==> config.mk <==
export PLATFORM = sky130hd
export DESIGN_NAME = seq_divider
export DESIGN_NICKNAME = d
export VERILOG_FILES = /design/src/rtl/seq_divider.sv
export SDC_FILE = /design/constraint.sdc
export NUM_CORES = 1
export LEC_CHECK = 0
export ABC_AREA = 1
export CORE_MARGIN = 3
export CORE_UTILIZATION = 45
export DETAILED_ROUTE_END_ITERATION = 10
export MAX_ROUTING_LAYER = met4
export PLACE_DENSITY = 0.75
export SLEW_MARGIN = 20
export SYNTH_ARGS = -nofsm -noshare
export SYNTH_HDL_FRONTEND = slang
export SYNTH_SLANG_ARGS = --single-unit
==> constraint.sdc <==
create_clock -name clk -period 2.1 [get_ports clk]
set_input_delay 0.42 -clock clk [delete_from_list [all_inputs] [get_ports clk]]
set_output_delay 0.42 -clock clk [all_outputs]
set_load 0.02 [all_outputs]
==> src/rtl/seq_divider.sv <==
// seq_divider
//   Sequential radix-2 restoring divider. A start pulse in IDLE loads the
//   operand pair; one quotient bit is produced per clock, and a one-cycle
//   done pulse marks valid results. Results are held until the next
//   accepted start.
//
//   Build option: define DIV_SIGNED_EN for two's-complement operands and
//   results. The quotient truncates toward zero and the remainder takes the
//   sign of the dividend. Without the macro the divider is purely unsigned.
//
//   Ports
//     clk          rising-edge clock
//     rst          synchronous active-high reset
//     start        request, sampled only in IDLE
//     dividend     numerator, sampled on the accepting edge
//     divisor      denominator, sampled on the accepting edge
//     busy         high while iterating
//     done         one-cycle pulse, results valid
//     quotient     result quotient
//     remainder    result remainder
//     div_by_zero  sampled divisor was zero; held with the results
//
//   state | meaning
//   ------+---------------------------------------------------------
//   IDLE  | waiting for start
//   RUN   | one subtract-and-restore step per clock, WIDTH steps
//   DONE  | results valid, done pulse, back to IDLE next edge
module seq_divider #(
    parameter int WIDTH = 8
) (
    input  logic             clk,
    input  logic             rst,
    input  logic             start,
    input  logic [WIDTH-1:0] dividend,
    input  logic [WIDTH-1:0] divisor,
    output logic             busy,
    output logic             done,
    output logic [WIDTH-1:0] quotient,
    output logic [WIDTH-1:0] remainder,
    output logic             div_by_zero
);

    localparam int CNT_W = $clog2(WIDTH + 1);

    typedef enum logic [1:0] {
        ST_IDLE = 2'd0,
        ST_RUN  = 2'd1,
        ST_DONE = 2'd2
    } state_t;

    state_t state, state_nxt;

    logic [WIDTH:0]   prem;
    logic [WIDTH-1:0] dq;
    logic [WIDTH-1:0] dvs;
    logic [CNT_W-1:0] cnt;

    logic             accept;
    logic             last_iter;
    logic             dvs_zero;
    logic [WIDTH+1:0] shifted;
    logic [WIDTH+1:0] trial;
    logic             trial_neg;
    logic [WIDTH:0]   prem_nxt;
    logic [WIDTH-1:0] dq_nxt;
    logic [WIDTH-1:0] mag_a;
    logic [WIDTH-1:0] mag_b;
    logic [WIDTH-1:0] q_fix;
    logic [WIDTH-1:0] r_fix;

    assign dvs_zero  = (divisor == '0);
    assign accept    = (state == ST_IDLE) && start;
    assign last_iter = (state == ST_RUN) && (cnt == CNT_W'(1));

    // dq starts as the dividend and fills with quotient bits from the right,
    // so after WIDTH steps it holds the quotient. One extra top bit on the
    // trial difference acts as the borrow that decides restore vs keep.
    assign shifted   = {prem, dq[WIDTH-1]};
    assign trial     = shifted - {2'b00, dvs};
    assign trial_neg = trial[WIDTH+1];
    assign prem_nxt  = trial_neg ? shifted[WIDTH:0] : trial[WIDTH:0];
    assign dq_nxt    = {dq[WIDTH-2:0], ~trial_neg};

`ifdef DIV_SIGNED_EN
    logic neg_q;
    logic neg_r;

    // The magnitude of the most-negative value still fits as an unsigned
    // WIDTH-bit number, so the core needs no extra bit for it.
    assign mag_a = dividend[WIDTH-1] ? -dividend : dividend;
    assign mag_b = divisor[WIDTH-1]  ? -divisor  : divisor;
    assign q_fix = neg_q ? -dq_nxt : dq_nxt;
    assign r_fix = neg_r ? -prem_nxt[WIDTH-1:0] : prem_nxt[WIDTH-1:0];

    always_ff @(posedge clk) begin
        if (rst) begin
            neg_q <= 1'b0;
            neg_r <= 1'b0;
        end else if (accept && !dvs_zero) begin
            neg_q <= dividend[WIDTH-1] ^ divisor[WIDTH-1];
            neg_r <= dividend[WIDTH-1];
        end
    end
`else
    assign mag_a = dividend;
    assign mag_b = divisor;
    assign q_fix = dq_nxt;
    assign r_fix = prem_nxt[WIDTH-1:0];
`endif

    always_ff @(posedge clk) begin
        if (rst) begin
            state <= ST_IDLE;
        end else begin
            state <= state_nxt;
        end
    end

    always_comb begin
        state_nxt = state;
        case (state)
            ST_IDLE: begin
                if (start) begin
                    state_nxt = dvs_zero ? ST_DONE : ST_RUN;
                end
            end
            ST_RUN: begin
                if (cnt == CNT_W'(1)) begin
                    state_nxt = ST_DONE;
                end
            end
            ST_DONE: state_nxt = ST_IDLE;
            default: state_nxt = ST_IDLE;
        endcase
    end

    always_comb begin
        busy = (state == ST_RUN);
        done = (state == ST_DONE);
    end

    always_ff @(posedge clk) begin
        if (rst) begin
            prem <= '0;
            dq   <= '0;
            dvs  <= '0;
            cnt  <= '0;
        end else if (accept && !dvs_zero) begin
            prem <= '0;
            dq   <= mag_a;
            dvs  <= mag_b;
            cnt  <= CNT_W'(WIDTH);
        end else if (state == ST_RUN) begin
            prem <= prem_nxt;
            dq   <= dq_nxt;
            cnt  <= cnt - CNT_W'(1);
        end
    end

    // Results are written on the edge that enters DONE: either directly at
    // accept for a zero divisor, or with the final step's values.
    always_ff @(posedge clk) begin
        if (rst) begin
            quotient    <= '0;
            remainder   <= '0;
            div_by_zero <= 1'b0;
        end else if (accept) begin
            if (dvs_zero) begin
                quotient    <= '1;
                remainder   <= dividend;
                div_by_zero <= 1'b1;
            end else begin
                div_by_zero <= 1'b0;
            end
        end else if (last_iter) begin
            quotient  <= q_fix;
            remainder <= r_fix;
        end
    end

endmodule

==> reports/results.txt <==
The flow ran to the end, and the final reports show no timing, DRC or antenna violations. The ratio of cells with drive above 1 in the final layout was 10.4%. The final core utilization was 58.3%; the top-level port count was 38. Yosys printed 0 warnings. For the total detailed-routing wirelength, the log shows 6740 µm. Setup repair after global routing could not meet its margin everywhere. The worst setup path is of the reg -> out kind. For this run, global-route usage on met2 was measured as 31.1%. Across the VDD grid, the largest voltage drop is 321 µV.

Kind of path behind the tightest hold check: reg -> reg. Final number of hold-violating endpoints: 0. Dividing the detail-routed wire length by the instance count gives 13.6 µm.

Worst relative slew slack: 77.5%. The net switching fraction of the power works out to 36.1%. Hold is met by 470 ps.

The initial standard-cell utilization of the core was 47.4%. Among all flip-flop cells after synthesis, the most frequent one is sky130_fd_sc_hd__dfxtp_1. The maximum frequency from static timing analysis was 495 MHz; the worst path buffer plus inverter count was 2. For this run, the post-layout net count is 454. For the number of distinct library cells after synthesis, the log shows 35. CTS saw 48 sinks. The number of antenna violations at the first check in global routing is 0. Adding up every negative setup slack in the final design gives 0 ps. The power per standard cell area is 748 nW/µm², and the number of synthesized flops with an enable pin is 0. The slowest stage of the critical path is the sky130_fd_sc_hd__clkdlybuf4s50_1 cell.

The number of pins with negative max-slew slack in the final report was 0; the critical path depth in cells was 3. Broken down by cell family, the worst path's largest delay share belongs to buffers and inverters. The category of the worst setup path capture point was an output pin.

The pre-antenna-repair detailed-routing pass consisted of 4 iterations. The core region is 5610 µm². Of the total power, the clock network draws 24.1%. Clock-pin slew was measured on the worst setup and hold paths at 90 ps. The post-layout minimum cycle time is 2020 ps, and the post-route clock period utilization is 96.3%. For hold timing, the worst endpoint is dvs[3]. In this run the cell area of the synthesized design comes to 2660 µm². In this design, the stage delay of the slowest critical-path cell is 640 ps. Summed over all cells, the static leakage comes to 0.00152 µW.

Sequential cells burn 41.2% of the power. Between clock sinks in the finished design, the worst skew comes to 6.63 ps. Aggregate global routing overflow: 0. Number of antenna cells inserted: 0. Row generation in the floorplan step produced 27 rows. Compared with the post-synthesis result, the final layout area differs by 22.9%. Data on the critical path arrives at its endpoint at 1600 ps. The worst register-to-register path has a depth of 11. Once detail routing completed, the nets flagged for antenna violations numbered 0. The run gives 3.67% as the met3 track utilization from global routing.

Cts-stage hold buffer count: 0. Global-route layer with the greatest usage: met2. The die covers 6870 µm². The synthesized design contains 48 register bits. Entering global routing, the biggest net connects 26 pins. The logs give 378 for the number of instances in the synthesized netlist and 0.844 for the last weighted congestion value of the routability-driven placer. The average vias per placed instance came out at 5.13.

The count of max-cap constraint violations was 0; the number of global-route vias before repair was 2386. Clock root buffer master: sky130_fd_sc_hd__clkbuf_8. Along the worst path, the maximum fanout reaches 10.

Averaged over all synthesized cells, the footprint is 7.03 µm². The detailed router finished its first iteration with 233 violations. Setup violations remaining at the end of the flow were counted as 0.

The startpoint kind of the worst setup timing path was a register. Per report_power, the combinational group accounts for 34.6% of the total. The later-pin clock latency in the skew report is 310 ps, and the transition time at the pin with the least slew margin is 337 ps.

Global routing used 20.4% of the available tracks across all layers. The startpoint identified for the worst hold timing path is dvs[3]. The critical path goes through inv_2 > nor2_8 > clkdlybuf4s50_1. After clock tree synthesis, the setup repair step added 0 buffers.

In the routed design, unresolved DRC markers number 0. The die outline width was 82.9 µm; the number of cells on the worst hold path was 2. In this run the critical register-to-register path is launched from dvs[6]. In this run the deepest clock path goes through 2 buffers. For the worst setup path, the data required time is 1680 ps.

The internal portion of the total power is 1560 µW. The number of port buffers was 37; the number of vias in the routed layout was 2549. The HPWL after detailed placement is 5040 µm. Sequential elements use 36.1% of the synthesized area. The run gives 5 as the TritonCTS buffer count. The logs give 170 ps for the slack of the worst reg-to-reg path and 882 µW for the net switching power figure.

For this run, asynchronously set or reset flops after synthesis account for 0%. The first global-routing pass estimated 11300 µm of wire. The number of levels in the clock H-tree came out at 2. From bottom edge to top edge, the die measures 82.9 µm.

The number of nets in the synthesized netlist is 408. TritonCTS built the clock tree. The run gives 27.4% as the met1 routing resource usage after global routing. Terminus of the critical flop-to-flop path: remainder[4].
## power by group through the flow
stage / Combinational [µW] / Sequential [µW] / Clock (µW)
3_5_place_dp: 833 / 1030 / 0
4_1_cts: 838 / 1010 / 600
5_1_grt: 955 / 1010 / 637
2_1_floorplan: 601 / 1030 / 0
6_report: 846 / 1010 / 590
3_3_place_gp: 821 / 1030 / 0
## per-layer routing
metal	routed length (µm)	vias to the layer above
li1	-	1308
met1	3170	1143
met2	3020	83
met3	411	15
met4	140	0
met5	0	-
## logic make-up (layout without fill, tap and decap cells)
group	Yosys count	in the layout	share of synthesized area (%)
AND/OR/NAND/NOR	158	158	27.8
AO/OA/AOI/OAI	79	79	17.1
buffers and inverters	76	123	11.5
flip-flops	48	48	36.1
adder cells (fa/ha/maj)	11	11	5.46
XOR/XNOR	6	6	1.98
## registers in the layout, indices dropped and copies added (netlist names)
name         count
state            2
prem             9
dvs              8
remainder        8
cnt              4
dq               8
quotient         8
div_by_zero      1
## worst register-to-register path, delay by kind of cell, from the launching register on
family / cells / cell delay (ps)
flip-flops: 1 / 310
adder cells (fa/ha/maj): 1 / 330
AO/OA/AOI/OAI: 2 / 410
buffers and inverters: 1 / 50
AND/OR/NAND/NOR: 7 / 760
## cell usage after synthesis (6+ instances only)
master	count	area, µm²
sky130_fd_sc_hd__nor2_1	22	82.6
sky130_fd_sc_hd__nand2_1	90	338
sky130_fd_sc_hd__a21oi_1	31	155
sky130_fd_sc_hd__inv_1	56	210
sky130_fd_sc_hd__a31oi_1	7	43.8
sky130_fd_sc_hd__o21ai_0	25	125
sky130_fd_sc_hd__dfxtp_1	48	961
sky130_fd_sc_hd__nand3_1	27	135
sky130_fd_sc_hd__ha_1	10	125
sky130_fd_sc_hd__a221oi_1	7	61.3
sky130_fd_sc_hd__clkbuf_1	6	22.5
## metrics by stage
step	worst slack (ps)	cells	power (µW)	instance area, µm²
final	78.7	497	2450	3270
after detailed placement	-14.9	489	1860	3170
after floorplan	253	378	1630	2660
after global routing	-3.13	497	2610	3270
after CTS	62.9	497	2450	3260
after global placement	8.38	489	1850	3170
## layout make-up
type,count,area (µm²)
clock inverters,2,15.0
fillers,532,2340
multi-input cells,254,1400
well taps,72,90.1
flip-flops and latches,48,961
inverters,62,233
repair buffers,53,490
clock buffers,6,82.6
## placed cells by master, fill, tap and decap left out, types with 2 or more instances in the layout
master / count
sky130_fd_sc_hd__ha_1: 10
sky130_fd_sc_hd__clkbuf_8: 6
sky130_fd_sc_hd__buf_4: 16
sky130_fd_sc_hd__inv_1: 56
sky130_fd_sc_hd__a221oi_1: 7
sky130_fd_sc_hd__nand2_2: 2
sky130_fd_sc_hd__clkinvlp_4: 2
sky130_fd_sc_hd__nand3_2: 2
sky130_fd_sc_hd__a21boi_0: 2
sky130_fd_sc_hd__a31oi_1: 7
sky130_fd_sc_hd__nor2_2: 3
sky130_fd_sc_hd__inv_2: 5
sky130_fd_sc_hd__nand3b_1: 2
sky130_fd_sc_hd__o21ai_0: 24
sky130_fd_sc_hd__nand2_1: 89
sky130_fd_sc_hd__nand3_1: 27
sky130_fd_sc_hd__a21boi_1: 5
sky130_fd_sc_hd__nand2_4: 3
sky130_fd_sc_hd__xor2_1: 2
sky130_fd_sc_hd__a21oi_1: 31
sky130_fd_sc_hd__nor3_1: 2
sky130_fd_sc_hd__clkdlybuf4s50_1: 37
sky130_fd_sc_hd__nor2_8: 2
sky130_fd_sc_hd__dfxtp_1: 48
sky130_fd_sc_hd__xnor2_1: 4
sky130_fd_sc_hd__nor2_1: 21
## worst max-delay path by stage
stage / start / endpoint / slack [ps]
2_1_floorplan: dq[7] / prem[6] / 250
3_3_place_gp: divisor[5] / dq[0] / 8
3_5_place_dp: divisor[5] / dq[0] / -10
4_1_cts: state[0] / busy / 60
5_1_grt: dvs[4] / remainder[3] / -3
6_report: state[0] / busy / 80
## what timing repair did
action,in CTS,in global routing
resized for setup,0,3
hold endpoints to repair,0,0
setup endpoints to repair,0,11
(Power assumes the default switching activity.)
